**config.mk**
```make
export PLATFORM = sky130hd
export DESIGN_NAME = instr_mem_responder
export DESIGN_NICKNAME = d
export VERILOG_FILES = /design/src/rtl/instr_mem_responder.sv
export SDC_FILE = /design/constraint.sdc
export NUM_CORES = 2
export LEC_CHECK = 0
export BUFFER_PORTS_ARGS = -buffer_cell sky130_fd_sc_hd__buf_2
export CORE_MARGIN = 2
export CORE_UTILIZATION = 50
export DETAILED_ROUTE_END_ITERATION = 12
export PLACE_DENSITY_LB_ADDON = 0.1
export RECOVER_POWER = 50
export SYNTH_ARGS = -nofsm -noshare
export SYNTH_HDL_FRONTEND = slang
export SYNTH_SLANG_ARGS = --single-unit
```
**constraint.sdc**
```tcl
create_clock -name clk -period 5.1 [get_ports clk]
set_input_delay 1.02 -clock clk [delete_from_list [all_inputs] [get_ports clk]]
set_output_delay 1.02 -clock clk [all_outputs]
set_load 0.005 [all_outputs]
```
**src/rtl/instr_mem_responder.sv**
```systemverilog
// Instruction memory responder: a 16-bit word array serving PC fetches from the
// control unit with a fixed LATENCY, plus a handshaked loader write port that
// only lands while no fetch is in flight.
module instr_mem_responder #(
  parameter int LATENCY = 2,  // legal range 1..7
  parameter int DEPTH   = 256
) (
  input  logic        clk,
  input  logic        rst,        // asynchronous, active-low
  input  logic        en_ram_in,
  input  logic [7:0]  addr,
  output logic [15:0] ins,
  output logic        en_ram_out,
  output logic        busy,
  input  logic        ld_we,
  input  logic [7:0]  ld_addr,
  input  logic [15:0] ld_data,
  output logic        ld_ack,
  output logic        drop_err
);

  typedef enum logic [1:0] {
    S_IDLE = 2'd0,
    S_WAIT = 2'd1,
    S_RESP = 2'd2
  } state_e;

  // WAIT is entered with this count so RESP is reached LATENCY-1 edges later.
  localparam logic [2:0] CNT_INIT = (LATENCY > 1) ? 3'(LATENCY - 2) : 3'd0;

  logic [15:0] mem [DEPTH];

  state_e      state_q, state_d;
  logic [2:0]  cnt_q, cnt_d;
  logic [7:0]  addr_q, addr_d;
  logic [15:0] ins_q, ins_d;
  logic        en_ram_out_q, en_ram_out_d;
  logic        ld_ack_q, ld_ack_d;
  logic        drop_err_q, drop_err_d;
  logic        mem_we;

  // Next-state, response and loader arbitration; a fetch always beats a write.
  always_comb begin
    // NOTE: every output of this block gets a default first so no path leaves a
    // variable unassigned, which would otherwise infer a latch.
    state_d      = state_q;
    cnt_d        = cnt_q;
    addr_d       = addr_q;
    ins_d        = ins_q;
    en_ram_out_d = 1'b0;
    ld_ack_d     = 1'b0;
    drop_err_d   = drop_err_q;
    mem_we       = 1'b0;

    case (state_q)
      S_IDLE: begin
        if (en_ram_in) begin
          addr_d = addr;
          if (LATENCY == 1) begin
            state_d      = S_RESP;
            ins_d        = mem[addr];
            en_ram_out_d = 1'b1;
          end else begin
            state_d = S_WAIT;
            cnt_d   = CNT_INIT;
          end
        end else if (ld_we) begin
          mem_we   = 1'b1;
          ld_ack_d = 1'b1;
        end
      end
      S_WAIT: begin
        if (en_ram_in) drop_err_d = 1'b1;
        if (cnt_q == 3'd0) begin
          state_d      = S_RESP;
          ins_d        = mem[addr_q];
          en_ram_out_d = 1'b1;
        end else begin
          cnt_d = cnt_q - 3'd1;
        end
      end
      S_RESP: begin
        if (en_ram_in) drop_err_d = 1'b1;
        state_d = S_IDLE;
      end
      default: state_d = S_IDLE;
    endcase
  end

  // Control and output registers; reset aborts any fetch in flight.
  always_ff @(posedge clk or negedge rst) begin
    // NOTE: state is updated with non-blocking assignments so every flop samples
    // the pre-edge values, independent of statement order.
    if (!rst) begin
      state_q      <= S_IDLE;
      cnt_q        <= 3'd0;
      addr_q       <= 8'h00;
      ins_q        <= 16'h0000;
      en_ram_out_q <= 1'b0;
      ld_ack_q     <= 1'b0;
      drop_err_q   <= 1'b0;
    end else begin
      state_q      <= state_d;
      cnt_q        <= cnt_d;
      addr_q       <= addr_d;
      ins_q        <= ins_d;
      en_ram_out_q <= en_ram_out_d;
      ld_ack_q     <= ld_ack_d;
      drop_err_q   <= drop_err_d;
    end
  end

  // Word array write port, driven only by the loader.
  always_ff @(posedge clk) begin
    // NOTE: the array has no reset so it maps onto RAM and keeps the loaded
    // program across a reset of the control logic.
    if (mem_we) mem[ld_addr] <= ld_data;
  end

  assign ins        = ins_q;
  assign en_ram_out = en_ram_out_q;
  assign busy       = (state_q != S_IDLE);
  assign ld_ack     = ld_ack_q;
  assign drop_err   = drop_err_q;

endmodule

```
**Word-level counts from Yosys, hierarchy flattened**

Memories as Yosys holds them, arrays and structs flattened. A register that Yosys moved wholly into a read port is not among the register bits.
Index checks and enable logic that the tools add are counted.

- Memory bits (writable): 4,096
- Logic and storage cells: 37
- Memories kept: 1
- Flip-flop bits (word level): 16
- Input bits: 36

- Multiplexer cells: 13
- $add $sub $neg: 1
- Reductions and logical operators: 11
- Equal/unequal tests: 5

Memories:

| name | depth | width | read ports | clocked after memory_dff | wr ports | RTL line | RTL |
|---|---|---|---|---|---|---|---|
| mem | 256 | 16 | 1 | 1 | 1 | 31 | `logic [15:0] mem [DEPTH];` |

Operators with widths:

| kind | count |
|---|---|
| 2-bit AND reduction | 4 |
| 1-bit 2-to-1 mux | 7 |
| 3-bit 2-to-1 mux | 2 |
| 2-bit inequality test (second input constant) | 3 |
| 3-bit one-hot mux with 2 select lines | 1 |
| 2-bit 2-to-1 mux | 2 |
| 2-bit one-hot mux with 2 select lines | 1 |
| 2-bit nonzero test | 2 |
| 3-bit zero test | 1 |
| 3-bit AND reduction | 1 |
| 3-bit by 1-bit subtractor with 3-bit output (second input constant) | 1 |
| 2-bit by 1-bit == test with 1-bit output (second input constant) | 1 |
| 2-bit == test (second input constant) | 1 |
| 2-bit zero test | 1 |
| 2-bit OR reduction | 1 |
| 1-bit zero test | 1 |

**Logic depth before layout (Yosys ltp)**

- Depth in word-level cells: 5
- Depth in mapped cells: 13

**Worst setup path before layout**

OpenSTA, ideal clock, no wires.

- Path kind: input to register
- From: input port en_ram_in
- To: memory mem[112][0] (enable)
- Cell stages on the path: 8
- Data required time: 4.712 ns
- Data arrival time: 3.219 ns
- Setup slack: 1.492 ns
- Buffers on the path: 4
- Path through: clkbuf_1 nor2_1 and2_1 clkbuf_1 clkbuf_1 nand3_1 clkbuf_1 nor2_1

- Cells in the longest elaborated chain, start to end: 4

RTL lines:

| what | RTL line | RTL |
|---|---|---|
| start: declaration | 10 | `input logic en_ram_in,` |
| 1-bit 2-to-1 mux (2 in a row) | n/a |  |
| net ld_ack_d | 38 | `logic ld_ack_q, ld_ack_d;` |
| 1-bit 2-to-1 mux | 117 | `if (mem_we) mem[ld_addr] <= ld_data;` |
| 1-bit 2-to-1 mux (implied by the code) | 117 |  |
| end: declaration | 31 |  |

The timed path passes the listed nets, and every way through them passes these cells.

**Worst setup path after layout**

- From: input port ld_data[5]
- To: memory mem[98][5], data pin

RTL lines:

| what | RTL line | RTL |
|---|---|---|
| start: declaration | 17 | `input logic [15:0] ld_data,` |

No word-level cell before the write port.

==> flow_summary.toml <==
[floorplanning]
pin_count = 56
die_area_um2 = 323000
die_x_um = 568
die_h_um = 568
row_count = 207
start_util_pct = 50.1
coreArea_um2 = 317000

[worst_setup_path]
crit_fanout = 129
cp-start-kind = "input pin"
reg2reg_depth = 11
regToRegSetupSlack_ns = 0.58
critPathCaptureType = "flop"
worstReg2RegStart = "addr_q[4]$_DFFE_PN0P_"
cpLargestDelayFamily = "buffers and inverters"
worstSetupPathDepth = 2
crit_start = "ld_data[5]"
crit_end = "mem[98][5]$_DFFE_PP_"
timing.critical_path.buf_inv = 2
path_class = "input pin to flop"
cp.required_ns = 5.61
arrival_ns = 5.10
slowest_delay_ns = 2.27
r2r_end = "ins[1]$_DFFE_PN0P_"
cpMaxStageDelayCell = "clkbuf_2"
cp_cell_sequence = "clkbuf_2 > clkbuf_4"

[sta]
fin_crit_sh_pct = 89.9
min_period_ns = 4.58
maxSlewHeadroom_pct = -201
skew_ns = 0.0589
worstMarginPinSlew_ns = 4.52
fin_setup_tns_ns = 0
fmax_mhz = 218
setup_viol = 0
setup_slack_ns = 0.516
drv_slew = 2427
hold_violations = 0
rsz0062_at_grt = "no"

[clock_network]
clockBufferDepth = 4
post_cts_resized = 0
worstSkewPairLatency_ns = 1.00
numCtsBuffers = 419
cts.clk_slew.worst_paths_ns = 0.06
cts_hold_buf = 0
post_cts_buffers = 0
cts_num_sinks = 4128
cts_root_buf = "clkbuf_16"
cts_tree = "done"
htree_levels = 5

[synthesis]
netlist.area_leader.share_pct = 77.4
synth_common_cells = "edfxtp_1, mux4_2, mux2i_1"
synth.area.top_cells = "edfxtp_1, mux4_2, mux2i_1"
yosys.area.top_type = "edfxtp_1"
postSynthCellCount = 7534
ys_seq_elements = 4128
synth_flop_cell = "edfxtp_1"
synth_warnings = 0
async_flop_share_pct = 0.775
synth-edff-count = 4096
ys_seq_area_share_pct = 77.9
synth.distinct_cells = 69
syn-mean-instance-area_um2 = 21.1
synth_most_common_cell = "edfxtp_1"
synth_area_um2 = 159000
syn_nets = 7574

[routing]
drc_errors = 0
drt_wl_total_um = 452000
wl_per_cell_um = 35.6
dr.pass1.iters = 6
antenna_left = 0
first_iter_violations = 11100
vias = 81100
viasPerCell = 6.39

[status]
violations = "max-capacitance violations, max-slew violations"
run_status = "finished with violations"

[global_routing]
grt_pass1_vias = 79400
antenna_found_initial = 23
grt_usage_pct = 27.8
grt_pass1_wl_um = 628000
grt_max_degree = 144
grt.overflow.total = 0

[final_layout]
multi_input_area_um2 = 32700
fin_nets = 8187
area_delta_synth_final_pct = 13.6
nFillCells = 23500
drive_above_1_share_pct = 24.8
stdcell_count = 12700
regArea_um2 = 124000
finish.instance_area_um2 = 181000

[placed_design]
dp_slack_ns = 0.605
gp_congestion = 0.914
dp_hpwl_um = 278000
io_buffers = 55
placed_cell_area_um2 = 167000
dp.cells = 11900

[power_and_ir_drop]
seqPwrFrac_pct = 40.2
combPwrFrac_pct = 27.8
switchingPower_mw = 29.8
power_density_nw_per_um2 = 525
p_int_mw = 65.0
ir_drop_mv = 0.414
sw_frac_of_total_pct = 31.4
p_leak_nw = 57.9
p_clk_share_pct = 32.0

[job]
maxCapViolations = 28

[hold_path]
hold_depth = 2
worst_hold_path_type = "input pin to flop"
[placed cells by master (no fill, tap or decap), drive strengths merged, types with 18 or more instances in the layout]
cell,count
edfxtp,4096
o21ai,89
inv,22
bufinv,39
a2111oi,28
o22ai,243
buf,596
clkbuf,545
nor2,296
a22oi,86
a21oi,95
nand4,18
mux2i,582
a211oi,52
nor3,65
dfrtp,32
clkinv,203
mux4,770
nand3,77
nand2,239
o221ai,132
[flip-flops by register name, indices dropped and copies added (netlist names)]
signal / flops
mem: 4096
ins: 16
addr_q: 8
cnt_q: 3
state_q: 2
drop_err: 1
en_ram_out: 1
ld_ack: 1
[metrics by stage]
| stage | power, mW | util [%] | hold WS [ns] |
|---|---|---|---|
| 5_1_grt | 97.6 | 56.9 | 0.300 |
| 6_report | 94.7 | 56.9 | 0.313 |
| 3_3_place_gp | 65.1 | 52.7 | 0.484 |
| 2_1_floorplan | 54.8 | - | 0.451 |
| 4_1_cts | 95.3 | 57.0 | 0.144 |
| 3_5_place_dp | 65.2 | 52.7 | 0.499 |
[area by class of cell]
| cell class | count | area share, % |
|---|---|---|
| Timing Repair Buffer | 636 | 2.91 |
| Clock inverter | 261 | 1.40 |
| Inverter | 12 | 0.0291 |
| Antenna cell | 14 | 0.0194 |
| Multi-Input combinational cell | 2950 | 18.1 |
| Tap cell | 4180 | 2.90 |
| Clock buffer | 508 | 6.09 |
| Sequential cell | 4128 | 68.6 |
[layer usage]
metal	up-vias	global-route usage (%)	wire length, µm
met5	-	0	20
met1	43700	39.9	182000
met2	3831	43.6	214000
met4	2	9.01	15700
li1	32900	-	-
met3	628	5.01	39800
[how the worst min path moves through the flow]
| stage | startpoint | to |
|---|---|---|
| 2_1_floorplan | drop_err$_DFFE_PN0P_ | drop_err$_DFFE_PN0P_ |
| 6_report | addr[1] | addr_q[1]$_DFFE_PN0P_ |
| 3_5_place_dp | ins[0]$_DFFE_PN0P_ | ins[0]$_DFFE_PN0P_ |
| 4_1_cts | rst | drop_err$_DFFE_PN0P_ |
| 3_3_place_gp | ins[0]$_DFFE_PN0P_ | ins[0]$_DFFE_PN0P_ |
| 5_1_grt | addr[1] | addr_q[1]$_DFFE_PN0P_ |
[cells by family (layout without fill, tap and decap cells)]
| logic type | count (synthesis) | in the layout | synth area share, % |
|---|---|---|---|
| fa+ha+maj | 4 | 4 | 0.0315 |
| simple gates | 768 | 768 | 2.09 |
| mux | 1365 | 1365 | 14.7 |
| buf+inv | 456 | 1417 | 1.80 |
| flops | 4128 | 4128 | 77.9 |
| compound gates | 813 | 813 | 3.55 |
| other cells | 0 | 14 | 0 |
[power groups by stage]
stage	Sequential (mW)	Clock [mW]	Combinational, mW
floorplan	38.2	0	16.6
global placement	38.7	0	26.4
detailed placement	38.7	0	26.5
CTS	38.0	30.7	26.5
global route	38.1	32.1	27.5
finish	38.1	30.3	26.4
Power figures use the tool's default switching activity.
